--- config.mk ---
export PLATFORM = sky130hd
export DESIGN_NAME = fmul_normalize_round_pipe
export DESIGN_NICKNAME = d
export VERILOG_FILES = /design/src/rtl/fmul_normalize_round_pipe.sv
export SDC_FILE = /design/constraint.sdc
export NUM_CORES = 1
export LEC_CHECK = 0
export ABC_CLOCK_PERIOD_IN_PS = 3400
export CAP_MARGIN = 25
export CORE_MARGIN = 2
export CORE_UTILIZATION = 45
export CTS_CLUSTER_SIZE = 25
export DETAILED_ROUTE_END_ITERATION = 8
export GPL_ROUTABILITY_DRIVEN = 0
export PLACE_DENSITY_LB_ADDON = 0.05
export SKIP_CTS_REPAIR_TIMING = 1
export SLEW_MARGIN = 20
export SYNTH_ARGS = -nofsm -noshare
export SYNTH_HDL_FRONTEND = slang
export SYNTH_SLANG_ARGS = --single-unit
--- constraint.sdc ---
create_clock -name iCLOCK -period 3.4 [get_ports iCLOCK]
set_input_delay 0.51 -clock iCLOCK [delete_from_list [all_inputs] [get_ports iCLOCK]]
set_output_delay 0.51 -clock iCLOCK [all_outputs]
set_load 0.01 [all_outputs]
--- src/rtl/fmul_normalize_round_pipe.sv ---
// Two-stage normalize-and-round for the FP multiplier: stage 1 aligns the raw
// mantissa product and extracts guard/sticky, stage 2 rounds and renormalizes.
module fmul_normalize_round_pipe #(
  parameter int unsigned P_MANT_W = 60,
  parameter int unsigned P_EXP_W  = 13
) (
  input  logic                    iCLOCK,
  input  logic                    inRESET,
  input  logic                    iRESET_SYNC,
  input  logic                    iDATA_VALID,
  output logic                    oDATA_BUSY,
  input  logic                    iDATA_SIGN,
  input  logic [P_EXP_W-1:0]      iDATA_EXP,
  input  logic [2*P_MANT_W-1:0]   iDATA_FRACT,
  input  logic [1:0]              iDATA_RMODE,
  input  logic [5:0]              iDATA_EXCEPT,
  output logic                    oDATA_VALID,
  input  logic                    iDATA_BUSY,
  output logic                    oDATA_SIGN,
  output logic [P_EXP_W-1:0]      oDATA_EXP,
  output logic [P_MANT_W-1:0]     oDATA_FRACT,
  output logic                    oDATA_INEXACT,
  output logic                    oDATA_OVF,
  output logic [5:0]              oDATA_EXCEPT
);

  localparam int unsigned M  = P_MANT_W;
  localparam int unsigned E  = P_EXP_W;
  localparam int unsigned PW = 2 * P_MANT_W;

  typedef enum logic [1:0] {
    RM_RNE = 2'd0,
    RM_RTZ = 2'd1,
    RM_RUP = 2'd2,
    RM_RDN = 2'd3
  } rmode_e;

  typedef struct packed {
    logic         valid;
    logic         sign;
    rmode_e       rmode;
    logic [5:0]   except;
    logic [E-1:0] exp;
    logic         ovf;
    logic [M-1:0] mant;
    logic         g;
    logic         st;
  } s1_t;

  typedef struct packed {
    logic         valid;
    logic         sign;
    logic [E-1:0] exp;
    logic [M-1:0] fract;
    logic         inexact;
    logic         ovf;
    logic [5:0]   except;
  } s2_t;

  s1_t s1_q, s1_d;
  s2_t s2_q, s2_d;

  logic [E:0]   exp1_sum;
  logic         inc;
  logic [M:0]   rnd_sum;
  logic         rnd_carry;
  logic [E:0]   exp2_sum;
  logic         ovf2;

  assign oDATA_BUSY = iDATA_BUSY;

  // Stage 1: shift the product so the hidden 1 lands in the mantissa MSB.
  always_comb begin
    s1_d     = s1_q;
    exp1_sum = {1'b0, iDATA_EXP} + (E+1)'(iDATA_FRACT[PW-1]);
    if (!iDATA_BUSY) begin
      s1_d.valid  = iDATA_VALID;
      s1_d.sign   = iDATA_SIGN;
      s1_d.rmode  = rmode_e'(iDATA_RMODE);
      s1_d.except = iDATA_EXCEPT;
      s1_d.exp    = exp1_sum[E-1:0];
      s1_d.ovf    = exp1_sum[E];
      if (iDATA_FRACT[PW-1]) begin
        s1_d.mant = iDATA_FRACT[PW-1 -: M];
        s1_d.g    = iDATA_FRACT[M-1];
        s1_d.st   = |iDATA_FRACT[M-2:0];
      end else begin
        s1_d.mant = iDATA_FRACT[PW-2 -: M];
        s1_d.g    = iDATA_FRACT[M-2];
        s1_d.st   = |iDATA_FRACT[M-3:0];
      end
    end
  end

  // Stage 2: mode-dependent increment, carry-out renormalization, saturation.
  always_comb begin
    s2_d = s2_q;
    inc  = 1'b0;
    unique case (s1_q.rmode)
      RM_RNE: inc = s1_q.g & (s1_q.mant[0] | s1_q.st);
      RM_RTZ: inc = 1'b0;
      RM_RUP: inc = ~s1_q.sign & (s1_q.g | s1_q.st);
      RM_RDN: inc = s1_q.sign & (s1_q.g | s1_q.st);
      default: inc = 1'b0;
    endcase
    rnd_sum   = {1'b0, s1_q.mant} + (M+1)'(inc);
    rnd_carry = rnd_sum[M];
    exp2_sum  = {1'b0, s1_q.exp} + (E+1)'(rnd_carry);
    ovf2      = s1_q.ovf | exp2_sum[E];
    if (!iDATA_BUSY) begin
      s2_d.valid   = s1_q.valid;
      s2_d.sign    = s1_q.sign;
      s2_d.fract   = rnd_carry ? rnd_sum[M:1] : rnd_sum[M-1:0];
      s2_d.exp     = ovf2 ? {E{1'b1}} : exp2_sum[E-1:0];
      s2_d.inexact = s1_q.g | s1_q.st;
      s2_d.ovf     = ovf2;
      s2_d.except  = s1_q.except;
    end
  end

  always_ff @(posedge iCLOCK or negedge inRESET) begin
    if (!inRESET) begin
      s1_q <= '0;
      s2_q <= '0;
    end else if (iRESET_SYNC) begin
      s1_q <= '0;
      s2_q <= '0;
    end else begin
      s1_q <= s1_d;
      s2_q <= s2_d;
    end
  end

  assign oDATA_VALID   = s2_q.valid;
  assign oDATA_SIGN    = s2_q.sign;
  assign oDATA_EXP     = s2_q.exp;
  assign oDATA_FRACT   = s2_q.fract;
  assign oDATA_INEXACT = s2_q.inexact;
  assign oDATA_OVF     = s2_q.ovf;
  assign oDATA_EXCEPT  = s2_q.except;

endmodule

Word-level counts from Yosys, hierarchy flattened
Index checks and enable logic that the tools add are counted.

storage, ports and cells
  register bits = 169
  input bits = 147
  output and inout port bits = 84

operators by class
  eq/ne operators = 4
  reduce and logical (&&, ||, !) cells = 3
  $add $sub $neg = 3
  bitwise gates (word level) = 7
  mux-type cells = 8

operators with widths
  operator                                                         number
  86-bit two-way mux                                               2
  83-bit two-way mux                                               2
  62-bit two-way mux                                               1
  60-bit by 1-bit adder with 61-bit output                         1
  60-bit two-way mux                                               1
  59-bit OR reduction                                              1
  58-bit OR reduction                                              1
  13-bit by 1-bit adder with 14-bit output                         2
  13-bit two-way mux                                               1
  2-bit == test, second input constant                             2
  1-bit one-hot mux with 4 select lines                            1
  1-bit AND                                                        3
  1-bit bitwise OR                                                 3
  2-bit by 1-bit == test with 1-bit output, second input constant  1
  2-bit zero test                                                  1
  2-bit != test, second input constant                             1
  1-bit inverter                                                   1

Longest topological paths before layout
  word-level depth = 9
  mapped depth = 19
  depth with buffers taken out = 18

Worst setup path before layout
Ideal clock, no wire load.

  kind = reg2reg
  start point = register s1_q[83] (netlist name)
  end point = register s2_q, in the netlist oDATA_EXP[12]
  clock period less this slack = 3.585 ns
  stages on the path, launching flop included = 20
  data required time = 3.296 ns
  buffers on the path = 2
  setup slack = -0.185 ns
  arrival = 3.481 ns
  path through = dfrtp_1 > nand2_1 > xor2_1 > o21ai_0 > a21oi_1 > ha_1 > ha_1 > nand3_2 > nor4_4 > nand4_1 > or2_1 > buf_2 > clkinv_4 > ha_1 > and3_1 > and3_1 > clkbuf_1 > nand3_1 > xor2_1 > a221oi_1

between the ends
  word-level cells in the longest chain between the ends = 8
  elaborated cells on any way between the ends = 11
  those cells by class = add/sub (2); eq/ne (3); mux (4); bitwise (1); reduce/logical (1)

ends and longest elaborated chain
  item                                         RTL line  RTL
  start: declaration                           60        s1_t s1_q, s1_d;
  start signal: assignment                     123       s1_q <= '0;
  start signal: assignment                     126       s1_q <= '0;
  start signal: assignment                     129       s1_q <= s1_d;
  2-bit == test, or another cell as far along  99        unique case (s1_q.rmode)
  1-bit one-hot mux with 4 select lines *      99
  60-bit by 1-bit adder with 61-bit output *   106       rnd_sum = {1'b0, s1_q.mant} + (M+1)'(inc);
  13-bit by 1-bit adder with 14-bit output *   108       exp2_sum = {1'b0, s1_q.exp} + (E+1)'(rnd_carry);
  1-bit bitwise OR                             109       ovf2 = s1_q.ovf | exp2_sum[E];
  13-bit two-way mux *                         114       s2_d.exp = ovf2 ? {E{1'b1}} : exp2_sum[E-1:0];
  83-bit two-way mux *                         110       if (!iDATA_BUSY) begin
  83-bit two-way mux *                         125       end else if (iRESET_SYNC) begin
  end signal: assignment                       124       s2_q <= '0;
  end signal: assignment                       127       s2_q <= '0;
  end signal: assignment                       130       s2_q <= s2_d;
  end: declaration                             61        s2_t s2_q, s2_d;

Mark *: on every way between the ends. The rest lies on a longest branch, timed or not. The select of a mux whose other input is x is not followed.
A chain may end at the register's enable or synchronous reset.

Worst setup path in the final report
  start point = register s1_q[83] (netlist name)
  end point = register s2_q, in the netlist oDATA_FRACT[56]

between the ends
  word-level cells in the longest chain between the ends = 6
  elaborated cells on any way between the ends = 9
  those cells by class = add/sub (1); eq/ne (3); mux (4); reduce/logical (1)

ends and longest elaborated chain
  item                                         RTL line  RTL
  2-bit == test, or another cell as far along  99
  1-bit one-hot mux with 4 select lines *      99
  60-bit by 1-bit adder with 61-bit output *   106
  60-bit two-way mux *                         113       s2_d.fract = rnd_carry ? rnd_sum[M:1] : rnd_sum[M-1:0];
  83-bit two-way mux *                         110
  83-bit two-way mux *                         125

Marks and branches as above.

==> results.yml <==
outcome:
  status: "complete, no violations"
sta:
  fin_hold_ws_ns: 0.0552
  fmax_mhz: 315
  fin_crit_sh: 0.933
  tns_ns: 0
  worstMarginPinSlew_ns: 0.832
  final-hold-violation-count: 0
  maxSlewViolCount: 0
  post-route-min-period_ns: 3.17
  rsz0062_at_grt: "false"
  fin_ws_ns: 0.229
  fin_worst_skew_ns: 0.0130
  slew_headroom: 0.442
  finalSetupViolCount: 0
logic_synthesis:
  netlist_instances: 1003
  synth_nets: 1156
  avgSynthCellArea_um2: 9.16
  ys.flop_type: "dfrtp_1"
  synth_area_um2: 9190
  synth.area.top_cells: "dfrtp_1 (46%), mux2i_1 (8.7%), nor2_1 (7.5%), a21oi_1 (4.3%), xnor2_1 (3.5%)"
  yosysSeqAreaShare: 0.460
  synth_fa_ha_area_frac: 0.00817
  synth-seq-cells: 169
  synth_mux_area_frac: 0.0872
  synthSimpleGateAreaFrac: 0.228
  synth_top_family_by_area: "simple AND/OR/NAND/NOR gates"
  synthDistinctLibCells: 57
  yosysTopAreaCell: "dfrtp_1"
  synth_compound_area_frac: 0.125
  synthTopCellsByCount: "nor2_1 (184), dfrtp_1 (169), mux2i_1 (80)"
  synth-edff-count: 0
  synth_xor_area_frac: 0.0572
  synth-async-reset-ratio: 1.00
  synth_most_common_cell: "nor2_1"
  synth_top_area_frac: 0.460
  synth-warning-count: 0
cts:
  root_buffer: "clkbuf_16"
  cts_made_buffers: 17
  h-tree-depth: 4
  cts_tree: "yes"
  cts.clk_slew.worst_paths_ns: 0.07
  clk_latency_ns: 0.43
  cts.sink_count: 169
  cts_buffer_depth: 2
setup_path:
  end_kind: "flip-flop"
  r2r-end: "oDATA_FRACT[56]$_DFFE_PN0P_"
  r2r_setup_slack_ns: 0.23
  cp.required_ns: 3.71
  r2r_cells: 12
  path_class: "reg2reg"
  arrival_ns: 3.48
  cp_max_fo: 14
  worstSetupStartpoint: "s1_q[83]$_DFFE_PN0P_"
  r2r_start: "s1_q[83]$_DFFE_PN0P_"
  startpoint_type: "flip-flop"
cells_and_area:
  diodes: 0
  drive_gt1_frac: 0.0729
  fin_cells: 1491
  nets: 1361
  synthToLayoutAreaGrowth_pct: 34.6
placement:
  dp.cells: 1458
  dp_hpwl_mm: 19.2
  dp_slack_ns: 0.0380
  portBuffers: 230
routing:
  drtIter0Drc: 636
  wl_mm: 26.4
  avgViaCountPerCell: 5.51
  drc: 0
  detail_route.wl_per_cell_um: 17.7
  antenna_left: 0
  vias: 8220
  drt_pass1_iterations: 5
global_routing:
  grt_max_degree: 105
  grt_pass1_wl_mm: 42.0
  grt_pass1_vias: 7805
  grt_usage: 0.245
  antenna_found_initial: 0
  grt_overflow: 0
floorplanning:
  start_util: 0.457
  die_w_um: 147
  chipHeight_um: 147
  core_area_um2: 20100
  num_io_pins: 231
  die_area_um2: 21600
  fp-row-count: 52
pwr:
  ir_drop_v: 0.000346
  power.density_nw_per_um2: 389
  total_power_mw: 4.81
  power_leakage_nw: 5.28
flow_run:
  maxCapViolCount: 0
worst_hold_path:
  hold_class: "in2async"
[worst max path at each step]
stage,end,cells past startpoint,slack [ns]
after floorplan,oDATA_EXP[12]$_DFFE_PN0P_,19,0.01
after global placement,oDATA_EXP[12]$_DFFE_PN0P_,17,0.09
after detailed placement,oDATA_EXP[12]$_DFFE_PN0P_,17,0.04
after CTS,oDATA_EXP[12]$_DFFE_PN0P_,17,0.03
after global routing,oDATA_FRACT[40]$_DFFE_PN0P_,12,0.003
final,oDATA_FRACT[56]$_DFFE_PN0P_,12,0.23
[per-layer routing]
metal | routed length [um] | track usage | vias up
met1 | 12300 | 0.356 | 3967
met3 | 1380 | 0.0457 | 24
met5 | 0 | 0 | -
met4 | 400 | 0.0558 | 0
met2 | 12200 | 0.382 | 241
li1 | - | - | 3988
[cells in the final DEF, fill, tap and decap left out, types with 3 or more instances in the layout]
master / n
a211oi_1: 14
a21o_1: 4
a21oi_1: 79
a22o_1: 9
a22oi_1: 6
a31oi_1: 3
a32o_1: 6
and2_1: 5
and3_1: 13
and4_1: 12
buf_4: 20
clkbuf_16: 17
clkdlybuf4s50_1: 226
clkinv_4: 3
dfrtp_1: 169
ha_1: 4
inv_1: 14
inv_6: 7
mux2i_1: 80
nand2_1: 69
nand3_1: 30
nand4_1: 33
nand4_2: 3
nor2_1: 182
nor2b_1: 6
nor3_1: 17
nor4_1: 23
nor4_2: 4
o21a_1: 3
o21ai_0: 32
o21ai_1: 11
o31ai_1: 4
or3_1: 4
xnor2_1: 37
xor2_1: 23
[flip-flops by register name, summed over array words and instances (netlist names)]
name and count:
s1_q 86, oDATA_EXP 13, oDATA_VALID 1, oDATA_OVF 1, oDATA_FRACT 60, oDATA_INEXACT 1, oDATA_SIGN 1, oDATA_EXCEPT 6
[power breakdown]
group          switching [mW]  internal, mW  total [mW]
logic                   0.345         0.376       0.721
clock network           0.878         0.998        1.88
registers               0.108          2.11        2.22
total                    1.33          3.48        4.81
[cell type report]
cell class / instances / area [um^2]
fillers: 1789 / 7740
multi-input cells: 755 / 4700
flip-flops and latches: 169 / 4230
repair buffers: 250 / 2470
clock buffers: 20 / 457
well taps: 270 / 338
clock inverters: 12 / 105
inverters: 15 / 61.3
[per-stage QoR]
| step | area (um^2) | utilization |
|---|---|---|
| after floorplan | 9220 | - |
| after global placement | 11800 | 0.585 |
| after detailed placement | 11800 | 0.585 |
| after CTS | 12300 | 0.613 |
| after global routing | 12400 | 0.615 |
| final | 12400 | 0.615 |
[critical path: stages, from the launching register on]
cell and delay, ns:
dfrtp_1 0.40, nand2_1 0.09, xor2_1 0.14, o21ai_0 0.09
a21oi_1 0.12, ha_2 0.24, buf_4 0.12, nand4_1 0.20
nor4_2 0.42, nand4_1 0.34, nor3_4 0.33, a21boi_2 0.26
a32o_1 0.29
[cell families (layout without fill, tap and decap cells)]
group | Yosys count | in the layout
muxes | 80 | 80
adders and majority gates | 6 | 6
AOI/OAI and AO/OA | 186 | 186
and+or+nand+nor | 423 | 423
xor gates and xnor gates | 60 | 60
buffers and inverters | 79 | 297
DFF | 169 | 169
Note: power is estimated with default switching activity, not from simulation.
